**config.mk**
```make
export PLATFORM = sky130hd
export DESIGN_NAME = fp_normalize
export DESIGN_NICKNAME = d
export VERILOG_FILES = /design/src/rtl/fp_normalize.sv
export SDC_FILE = /design/constraint.sdc
export NUM_CORES = 1
export LEC_CHECK = 0
export CAP_MARGIN = 5
export CORE_AREA = 2 2 125 127
export DETAILED_ROUTE_END_ITERATION = 8
export DIE_AREA = 0 0 127 129
export PLACE_DENSITY = 0.46
export SLEW_MARGIN = 10
export SYNTH_ARGS = -nofsm -noshare
export SYNTH_HDL_FRONTEND = slang
export SYNTH_SLANG_ARGS = --single-unit
```
**constraint.sdc**
```tcl
create_clock -name clock -period 3 [get_ports clock]
set_input_delay 0.6 -clock clock [delete_from_list [all_inputs] [get_ports clock]]
set_output_delay 0.6 -clock clock [all_outputs]
set_load 0.02 [all_outputs]
```
**src/rtl/fp_normalize.sv**
```systemverilog
// Iterative normalizer for the FP adder: carry right shift on accept, then one-bit left shifts.
// Build option: define FP_ROUND_NEAREST_EN to round the carry shift to nearest-even instead of truncating.
`timescale 1ns/1ps

package fp;
    localparam int FRACTION_BITS = 23;
    localparam int EXPONENT_BITS = 8;

    typedef struct packed {
        logic                     sign;
        logic [EXPONENT_BITS-1:0] exponent;
        logic [FRACTION_BITS-1:0] fraction;
    } float;
endpackage

module fp_normalize (
    input  logic                         clock,
    input  logic                         reset_n,
    input  logic                         in_valid,
    output logic                         in_ready,
    input  logic [fp::FRACTION_BITS+1:0] sum,
    input  logic [fp::EXPONENT_BITS-1:0] exp_in,
    input  logic                         sign_in,
    output logic                         out_valid,
    input  logic                         out_ready,
    output fp::float                     result,
    output logic                         overflow
);
    localparam int F = fp::FRACTION_BITS;
    localparam int E = fp::EXPONENT_BITS;
    localparam logic [E:0] EXP_ONE = {{E{1'b0}}, 1'b1};
    localparam logic [E:0] EXP_MAX = {1'b0, {E{1'b1}}};

    typedef enum logic [1:0] {IDLE, NORM, DONE} state_t;

    state_t       state;
    logic [F+1:0] sig;
    logic [F+1:0] load_sig;
    logic [E:0]   exp;
    logic [E:0]   exp_base;
    logic [E:0]   load_exp;
    logic         sgn;

    assign in_ready = (state == IDLE);

    // Values loaded on acceptance, with the carry right shift already applied.
    // NOTE: combinational blocks use blocking '=' and assign every output a default first,
    // so later statements see earlier results and no latch is inferred.
    always_comb begin
        exp_base = (exp_in == '0) ? EXP_ONE : {1'b0, exp_in};
        load_sig = sum;
        load_exp = exp_base;
        if (sum[F+1]) begin
`ifdef FP_ROUND_NEAREST_EN
            // sum[0] is the guard bit, sum[1] the kept LSB: ties round to even.
            load_sig = (sum >> 1) + {{(F+1){1'b0}}, sum[1] & sum[0]};
            load_exp = exp_base + EXP_ONE;
            if (load_sig[F+1]) begin
                load_sig = load_sig >> 1;
                load_exp = load_exp + EXP_ONE;
            end
`else
            load_sig = sum >> 1;
            load_exp = exp_base + EXP_ONE;
`endif
        end
    end

    // NOTE: all sequential state uses non-blocking '<=' so every register samples
    // pre-edge values regardless of statement order.
    always_ff @(posedge clock or negedge reset_n) begin
        if (!reset_n) begin
            state     <= IDLE;
            sig       <= '0;
            exp       <= '0;
            sgn       <= 1'b0;
            out_valid <= 1'b0;
            result    <= '0;
            overflow  <= 1'b0;
        end else begin
            case (state)
                IDLE: begin
                    if (in_valid) begin
                        sig      <= load_sig;
                        exp      <= load_exp;
                        sgn      <= sign_in;
                        overflow <= 1'b0;
                        state    <= NORM;
                    end
                end
                NORM: begin
                    if (sig == '0) begin
                        result    <= '0;
                        out_valid <= 1'b1;
                        state     <= DONE;
                    end else if (exp >= EXP_MAX) begin
                        // Saturate to infinity; the wide exponent may sit just past all-ones.
                        result    <= '{sign: sgn, exponent: '1, fraction: '0};
                        overflow  <= 1'b1;
                        out_valid <= 1'b1;
                        state     <= DONE;
                    end else if (sig[F]) begin
                        result    <= '{sign: sgn, exponent: exp[E-1:0], fraction: sig[F-1:0]};
                        out_valid <= 1'b1;
                        state     <= DONE;
                    end else if (exp == EXP_ONE) begin
                        result    <= '{sign: sgn, exponent: '0, fraction: sig[F-1:0]};
                        out_valid <= 1'b1;
                        state     <= DONE;
                    end else begin
                        sig <= sig << 1;
                        exp <= exp - EXP_ONE;
                    end
                end
                DONE: begin
                    if (out_ready) begin
                        out_valid <= 1'b0;
                        state     <= IDLE;
                    end
                end
                default: state <= IDLE;
            endcase
        end
    end
endmodule
```
[After elaboration in Yosys (flattened, before gate mapping)]
Cells that the tools add are included.
Operators by class
  muxes and demuxes: 36
  equality and inequality tests: 11
  add/sub/neg operators: 2
  reductions and logical operators: 13
  magnitude comparators: 1
Operators with widths (number)
  $mux W32: 4
  $mux W25: 5
  $mux W9: 6
  $pmux W25 S2: 1
  $logic_not A25 Y1: 1
  $mux W24: 1
  $pmux W9 S2: 1
  $ne A2 B2 Y1 const B: 7
  $mux W2: 6
  $add A8 B1 Y9 const B: 1
  $eq A9 B1 Y1 const B: 1
  $ge A9 B8 Y1 const B: 1
  $sub A9 B1 Y9 const B: 1
  $logic_not A8 Y1: 1
  $mux W1: 8
  $mux W8: 1
  $reduce_and A4 Y1: 2
  $pmux W2 S3: 1
  $reduce_and A3 Y1: 2
  $reduce_and A6 Y1: 1
  $ne A5 B5 Y1 const B: 1
  $pmux W1 S2: 2
  $reduce_and A2 Y1: 2
  $reduce_bool A2 Y1: 2
  4 further kinds: 4
Word-level totals
  bits in registers: 71
  output and inout port bits: 35

[Logic depth before layout (Yosys ltp)]
Gate-level depths: netlist (run 1).
  depth in word-level cells: 6
  mapped depth: 8
  gate-level depth less buffers: 7

[Worst setup path before layout (run 1)]
No wires, ideal clock.
  path kind: register -> register
  start point: register exp[0]
  end point: register sig[10]
  stages on the path, launching flop included: 9
  path buffers: 1
  data required time: 2.875 ns
  setup time: 0.125 ns
  period minus slack after synthesis: 2.142 ns
  slack: 0.858 ns
  arrival time: 2.017 ns
  path through: dfrtp_1 ha_1 a21o_1 a41oi_4 o21a_1 a21oi_4 inv_4 buf_6 mux2_2
Between the ends
  longest elaborated chain between the ends: 3
  elaborated cells between the ends (all ways): 5
  classes of those cells: order compare: 1; eq/ne: 3; reduce/logical: 1
Ends and longest elaborated chain
  start: declaration: RTL line 39  | logic [E:0] exp;
  start signal: assignment: RTL line 85  | exp <= load_exp;
  start signal: assignment: RTL line 112  | exp <= exp - EXP_ONE;
  $ge A9 B8 Y1 / $eq A9 B1 Y1 (equally long branches): RTL line 96, 106
  $ne A2 B2 Y1 (no line)
  $reduce_and A6 Y1 (no line) *
  end signal: assignment: RTL line 84  | sig <= load_sig;
  end signal: assignment: RTL line 111  | sig <= sig << 1;
  end: declaration: RTL line 37  | logic [F+1:0] sig;
Every way passes the cells marked *; elsewhere a longest branch is shown, timed or not.
A chain may end at the register's enable or synchronous reset.

[Worst setup path after layout (run 1)]
  start point: register sig[10]
  end point: register sig[19]
Between the ends
  longest elaborated chain between the ends: 3
Ends and longest elaborated chain
  $logic_not A25 Y1: RTL line 92  | if (sig == '0) begin
  $ne A2 B2 Y1 (no line)
  $reduce_and A6 Y1 (no line)
Every way passes these cells.

==> key figures, run 1 <==
Critical path
  • R2R Path End: sig[19]
  • CP endpoint kind: flip-flop
  • Worst Path Max Fanout: 26
  • Critical path type: reg -> reg
  • FF-to-FF path depth: 6
  • R2r setup slk: 530 ps
  • Nature of the critical path startpoint: flip-flop
  • WP data arrival: 2690 ps
  • Required time of the worst setup path: 3210 ps
  • RR Startpoint: sig[10]

Pwr
  • P_int: 3.10 mW
  • Switching Fraction: 39.8%
  • Leakage power: 2.07 nW
  • Clk pwr share: 19.3%
  • Sw power: 2.05 mW
  • Worst vdd ir: 0.000369 V
  • P per Cell Area: 1040 nW/um2
  • Seq pwr share: 36.3%
  • Combinational share of power: 44.4%

Placed design
  • HPWL Detailed: 7520 um
  • Place WS: 552 ps
  • Gp weighted congestion: 0.836
  • Placed insts: 589
  • Input/output buffers: 72

STA
  • Slew margin rel.: 46.1%
  • Max frequency: 0.404 GHz
  • Final Hold Vio Count: 0
  • Max Slew Vio Count: 0
  • Worst Max-Slew Pin Slew: 805 ps
  • Setup WS post-layout: 525 ps
  • TNS Setup: 0 ps
  • RSZ-0062 raised after global routing: false
  • Final setup vio count: 0
  • Clock Skew: 9.17 ps
  • Min cycle time layout: 2470 ps
  • Period utilisation layout: 82.5%

Die
  • Core Box Area: 15000 um2
  • Initial Util: 24.7%
  • DIE HEIGHT: 129 um
  • DIE WIDTH: 127 um
  • Die area: 16400 um2
  • FP Rows: 45
  • I/O pins: 73

GRT
  • First-pass GRT wire length: 17500 um
  • Number of global-route vias before repair: 3143
  • GR Util All Layers: 13.5%
  • Grt total ovfl: 0
  • Met1 Use GR: 19.0%
  • GR Util met2: 21.1%
  • Met3 Usage GRT: 2.41%
  • Antenna violations before repair: 0
  • Pin count of the biggest net entering global routing: 31
  • Layer with the highest usage: met2

Synthesis
  • Top-area cell type share of the netlist area: 47.3%
  • Leading area contributor after synthesis: dfrtp_1
  • Top FF cell, synth: dfrtp_1
  • Yosys cell types: 50
  • Yosys warning count: 0
  • Synth Instances: 340
  • Number of flops mapped to enable cells by yosys: 0
  • Syn_area_per_cell: 10.9 um2
  • Net Count, Synth: 381
  • Synth cell count leaders: dfrtp_1 (70), nand2_1 (35), a22o_1 (27), mux2i_1 (27)
  • Synth Register Bits: 70
  • Mapped cell area: 3700 um2
  • Most common cell in the synthesized netlist: dfrtp_1
  • Ys async rst share: 100%
  • Sequential-to-total area share from yosys stat: 47.3%
  • Dominant cells by area after synthesis: dfrtp_1 (47%), mux2i_1 (7.3%), mux2_2 (7.0%), a22o_1 (6.4%), o2bb2ai_1 (5.4%)

Job
  • Maxcap violations: 0

Status
  • Status: finished, final reports clean

Clock tree
  • Buffer count from post-CTS setup fixing: 0
  • Clock Path Buffers: 2
  • TritonCTS clock tree: yes
  • CTS Sinks: 70
  • Hold Buf Count CTS: 0
  • Total CTS buffers: 9
  • Later-pin clock latency in the skew report: 330 ps
  • Post_cts resized: 0
  • Clock Pin Slew Worst Setup and Hold Paths: 60 ps
  • H-tree levels: 3
  • Clock root buffer: clkbuf_16

Detailed routing
  • Total routed wirelength: 10500 um
  • Vias: 3041
  • Pre-Repair DR Iteration Count: 4
  • Vias/cell: 5.03
  • DRC viols: 0
  • DR WL/cell: 17.3 um
  • DRT antenna net count: 0
  • DR iter-0 viols: 181

Layout
  • Non-Filler Instances: 605
  • Nets@finish: 453
  • Number of diodes: 0
  • Final core occ: 32.9%
  • Share of cells above drive strength 1: 15.1%
  • FILL cells: 1559
  • Synth-to-Final Area Change: 33.2%

Worst hold path
  • Hold crit path type: in -> async
worst max path at each step:
| stage | startpoint | endpoint | slack, ps | cells after the start |
|---|---|---|---|---|
| 6_report | sig[10] | sig[19] | 530 | 6 |
| 5_1_grt | sig[10] | exp[6] | 390 | 6 |
| 4_1_cts | sig[10] | exp[1] | 520 | 6 |
| 3_5_place_dp | sig[10] | sig[17] | 550 | 6 |
| 3_3_place_gp | sig[10] | sig[3] | 590 | 6 |
| 2_1_floorplan | exp[0] | sig[10] | 860 | 8 |
area by class of cell:
class	instances	area (um2)	area share, %
Tap cell	188	235	4.77
Multi-Input combinational cell	237	1810	36.7
Inverter	9	36.3	0.736
Clock buffer	11	243	4.92
Timing Repair Buffer	85	821	16.6
Clock inverter	5	35.0	0.711
Sequential cell	70	1750	35.5
flip-flops by register name, indices dropped and copies added (netlist names):
| signal | flops |
|---|---|
| out_valid | 1 |
| exp | 9 |
| sig | 24 |
| sgn | 1 |
| overflow | 1 |
| result | 32 |
| state | 2 |
critical path: stages (launching register included):
cell,delay (ps)
dfrtp_1,410
nor4_1,530
nand4_1,270
o21a_1,300
a21oi_4,310
inv_4,210
mux2_2,310
power groups by stage:
stage          logic [mW]  registers, mW  clock network, mW
5_1_grt              2.51           1.95               1.06
3_3_place_gp         2.28           1.88                  0
3_5_place_dp         2.30           1.88                  0
2_1_floorplan        1.29           1.94                  0
4_1_cts              2.31           1.87               1.02
6_report             2.29           1.87              0.991
layer usage:
layer | vias up | part of all wire [%]
met2 | 76 | 46
met5 | - | 0
met1 | 1511 | 49
met3 | 11 | 4.1
li1 | 1443 | -
met4 | 0 | 1.3
logic make-up (layout without fill, tap and decap cells):
kind of cell / count (synthesis) / after routing / synth area share (%)
XOR/XNOR: 4 / 4 / 0.946
flip-flops: 70 / 70 / 47.3
AO/OA/AOI/OAI: 92 / 92 / 20.8
AND/OR/NAND/NOR: 88 / 88 / 11.6
adder cells (fa/ha/maj): 3 / 3 / 1.01
buffers and inverters: 33 / 110 / 4.02
multiplexers: 50 / 50 / 14.3
stage by stage:
step | hold slack (ps) | power [mW] | cell area (um2)
after floorplan | 304 | 3.23 | 3700
after global placement | 463 | 4.17 | 4650
after detailed placement | 484 | 4.19 | 4650
after CTS | 316 | 5.21 | 4930
after global routing | 347 | 5.52 | 4930
final | 300 | 5.15 | 4930
cell usage in the layout (no fill, tap or decap), types with 9 or more instances in the layout:
| master | Yosys | final |
|---|---|---|
| o211ai_1 | 11 | 11 |
| buf_4 | 0 | 12 |
| a22o_1 | 27 | 27 |
| dfrtp_1 | 70 | 70 |
| mux2i_1 | 27 | 27 |
| o2bb2ai_1 | 23 | 23 |
| nor2_1 | 11 | 11 |
| clkdlybuf4s50_1 | 0 | 70 |
| clkbuf_16 | 0 | 9 |
| nand2_1 | 35 | 35 |
| mux2_2 | 23 | 23 |
Power figures use the tool's default switching activity.
==> run 2, diff against run 1 <==
- PLACE_DENSITY: 0.46 -> 0.48
- clock period: 3 -> 2.2 ns (I/O delays scaled with it)
==> run 2 against run 1 <==
Against the previous run: sequential power grew 30%; largest cell class unchanged; clock skew shrank 4.2 ps; first-iteration DRC count shrank 3.9%; total power grew 49%.
==> key figures, run 2 (synthesis gave the netlist of run 1 again) <==
GRT
  • Grt total ovfl: 0 (unchanged)
  • Pin count of the biggest net entering global routing: 27 (-13%)
  • Layer with the highest usage: met2
  • Met3 Usage GRT: 2.54% (+0.12 points)
  • First-pass GRT wire length: 17400 um (-0.40%)
  • GR Util met2: 20.1% (-0.95 points)
  • Met1 Use GR: 19.4% (+0.40 points)
  • Antenna violations before repair: 1 (+1)
  • GR Util All Layers: 13.6% (+0.091 points)
  • Number of global-route vias before repair: 3268 (+4.0%)

Die
  • I/O pins: 73 (unchanged)
  • Initial Util: 24.7% (unchanged)
  • FP Rows: 45 (unchanged)
  • DIE WIDTH: 127 um (unchanged)
  • DIE HEIGHT: 129 um (unchanged)
  • Die area: 16400 um2 (unchanged)
  • Core Box Area: 15000 um2 (unchanged)

Layout
  • FILL cells: 1519 (-2.6%)
  • Final core occ: 34.8% (+1.9 points)
  • Finished Cell Area: 5210 um2 (+5.8%)
  • Share of cells above drive strength 1: 19.6% (+4.5 points)
  • Regs by FF count: result x32, sig x24, exp x9
  • Number of diodes: 0 (unchanged)
  • Nets@finish: 475 (+4.9%)
  • Most frequent cells in the layout: dfrtp_1 (70), clkdlybuf4s50_1 (70), nand2_1 (35), buf_4 (30)
  • Multi-input gate area: 1820 um2 (+0.83%)
  • Biggest register: result
  • Non-Filler Instances: 627 (+3.6%)
  • Synth-to-Final Area Change: 40.8%
  • Max reg flops: 32 (unchanged)
  • Sequential standard cell area: 1750 um2 (unchanged)

Job
  • Maxcap violations: 0 (unchanged)

Placed design
  • DP Area: 4810 um2 (+3.5%)
  • HPWL Detailed: 7760 um (+3.2%)
  • Placed insts: 609 (+3.4%)
  • Input/output buffers: 72 (unchanged)
  • Gp weighted congestion: 0.888 (+6.1%)
  • Place WS: -59.1 ps (-611 ps)

Pwr
  • P per Cell Area: 1470 nW/um2 (+40%)
  • Leakage power: 2.22 nW (+7.5%)
  • Sw power: 2.86 mW (+39%)
  • Seq pwr share: 31.8% (-4.5 points)
  • P_int: 4.79 mW (+55%)
  • Worst vdd ir: 0.000535 V (+45%)
  • Combinational share of power: 45.5% (+1.1 points)
  • Clk pwr share: 22.7% (+3.4 points)
  • Switching Fraction: 37.4% (-2.5 points)

Critical path
  • Crit-path cells: ha_1 -> a21o_1 -> a41oi_4 -> o21a_1 -> a21oi_4 -> inv_6 -> mux2_2
  • Nature of the critical path startpoint: flip-flop
  • CP peak stage delay: 410 ps (-120 ps)
  • WP data arrival: 2290 ps (-400 ps)
  • CP endpoint kind: flip-flop
  • R2r setup slk: 120 ps (-400 ps)
  • Slowest-stage cell, CP: dfrtp_1
  • Worst Path Max Fanout: 26 (unchanged)
  • Required time of the worst setup path: 2410 ps (-800 ps)
  • Critical path type: reg -> reg

Detailed routing
  • DRC viols: 0 (unchanged)
  • Vias: 3112 (+2.3%)
  • DR iter-0 viols: 174 (-3.9%)
  • DRT antenna net count: 0 (unchanged)
  • Vias/cell: 4.96 (-1.3%)
  • Total routed wirelength: 10700 um (+2.2%)
  • DR WL/cell: 17.1 um (-1.4%)
  • Pre-Repair DR Iteration Count: 4 (unchanged)

Clock tree
  • Total CTS buffers: 9 (unchanged)
  • Later-pin clock latency in the skew report: 330 ps (about the same)
  • Clock Pin Slew Worst Setup and Hold Paths: 60 ps (about the same)
  • Clock root buffer: clkbuf_16
  • CTS Sinks: 70 (unchanged)
  • Clock Path Buffers: 2 (unchanged)
  • H-tree levels: 3 (unchanged)
  • TritonCTS clock tree: yes

STA
  • Slew margin rel.: 69.4% (+23 points)
  • Worst Max-Slew Pin Slew: 455 ps (-350 ps)
  • Max frequency: 0.481 GHz (+19%)
  • RSZ-0062 raised after global routing: false
  • Final Hold Vio Count: 0 (unchanged)
  • Min cycle time layout: 2080 ps (-395 ps)
  • Max Slew Vio Count: 0 (unchanged)
  • Final setup vio count: 0 (unchanged)
  • Period utilisation layout: 94.5% (+12 points)
  • Clock Skew: 5.00 ps (-4.17 ps)
  • WHS: 485 ps (+185 ps)
  • Setup WS post-layout: 120 ps (-405 ps)

Status
  • Status: finished, final reports clean

Worst hold path
  • Hold crit path type: reg -> reg
[run 2: cell count changes in the layout (fill, tap and decap cells not counted), moves of 2 or more]
| cell | before | now |
|---|---|---|
| bufinv_16 | 0 | 3 |
| inv_6 | 0 | 2 |
| clkinv_4 | 2 | 0 |
| buf_4 | 12 | 30 |
| buf_6 | 0 | 2 |
[run 2: critical path: cells and delay by family, from the launching register on]
family	cells	cell delay [ps]
buffers and inverters	1	220
AOI/OAI and AO/OA	4	760
DFF	1	410
adders and majority gates	1	190
muxes	1	370
[run 2: routing by layer]
layer / part of all wire [%] / wire length [um]
met5: 0.12 / 13
met4: 1.7 / 187
met3: 3.6 / 381
met2: 43 / 4590
met1: 52 / 5550
[run 2: layout make-up]
cell class,count,area share (%)
flip-flops and latches,70,33.6
clock buffers,11,4.85
inverters,9,0.744
well taps,188,4.51
multi-input cells,237,35.0
clock inverters,5,1.99
repair buffers,107,19.3
[run 2: worst paths after layout]
path,startpoint,endpoint,cells after the start
worst max register to register,exp[1],sig[9],7
min in group asynchronous,reset_n,result[13],2
worst min register to register,sgn,sgn,2
worst max-delay path,exp[1],sig[9],7
worst min-delay path,sgn,sgn,2
max in group asynchronous,reset_n,result[1],3
[run 2: per-stage QoR]
step	setup TNS (ps)	total power [mW]
2_1_floorplan	0	4.40
3_3_place_gp	0	5.86
3_5_place_dp	-757	5.90
4_1_cts	0	7.68
5_1_grt	0	8.17
6_report	0	7.65
[run 2: power by group through the flow]
stage / combinational [mW] / sequential, mW / clock (mW)
2_1_floorplan: 1.76 / 2.64 / 0
3_3_place_gp: 3.43 / 2.43 / 0
3_5_place_dp: 3.46 / 2.44 / 0
4_1_cts: 3.49 / 2.42 / 1.77
5_1_grt: 3.80 / 2.53 / 1.84
6_report: 3.48 / 2.43 / 1.74
[run 2: timing repair]
action                                  4_1_cts  5_1_grt
resized for setup                             1        4
pin swaps                                     0        1
gates cloned                                  0        0
endpoints found under the setup margin       25       36
hold endpoints to repair                      9        0
buffers inserted                              0        1
hold buffers                                  1        0
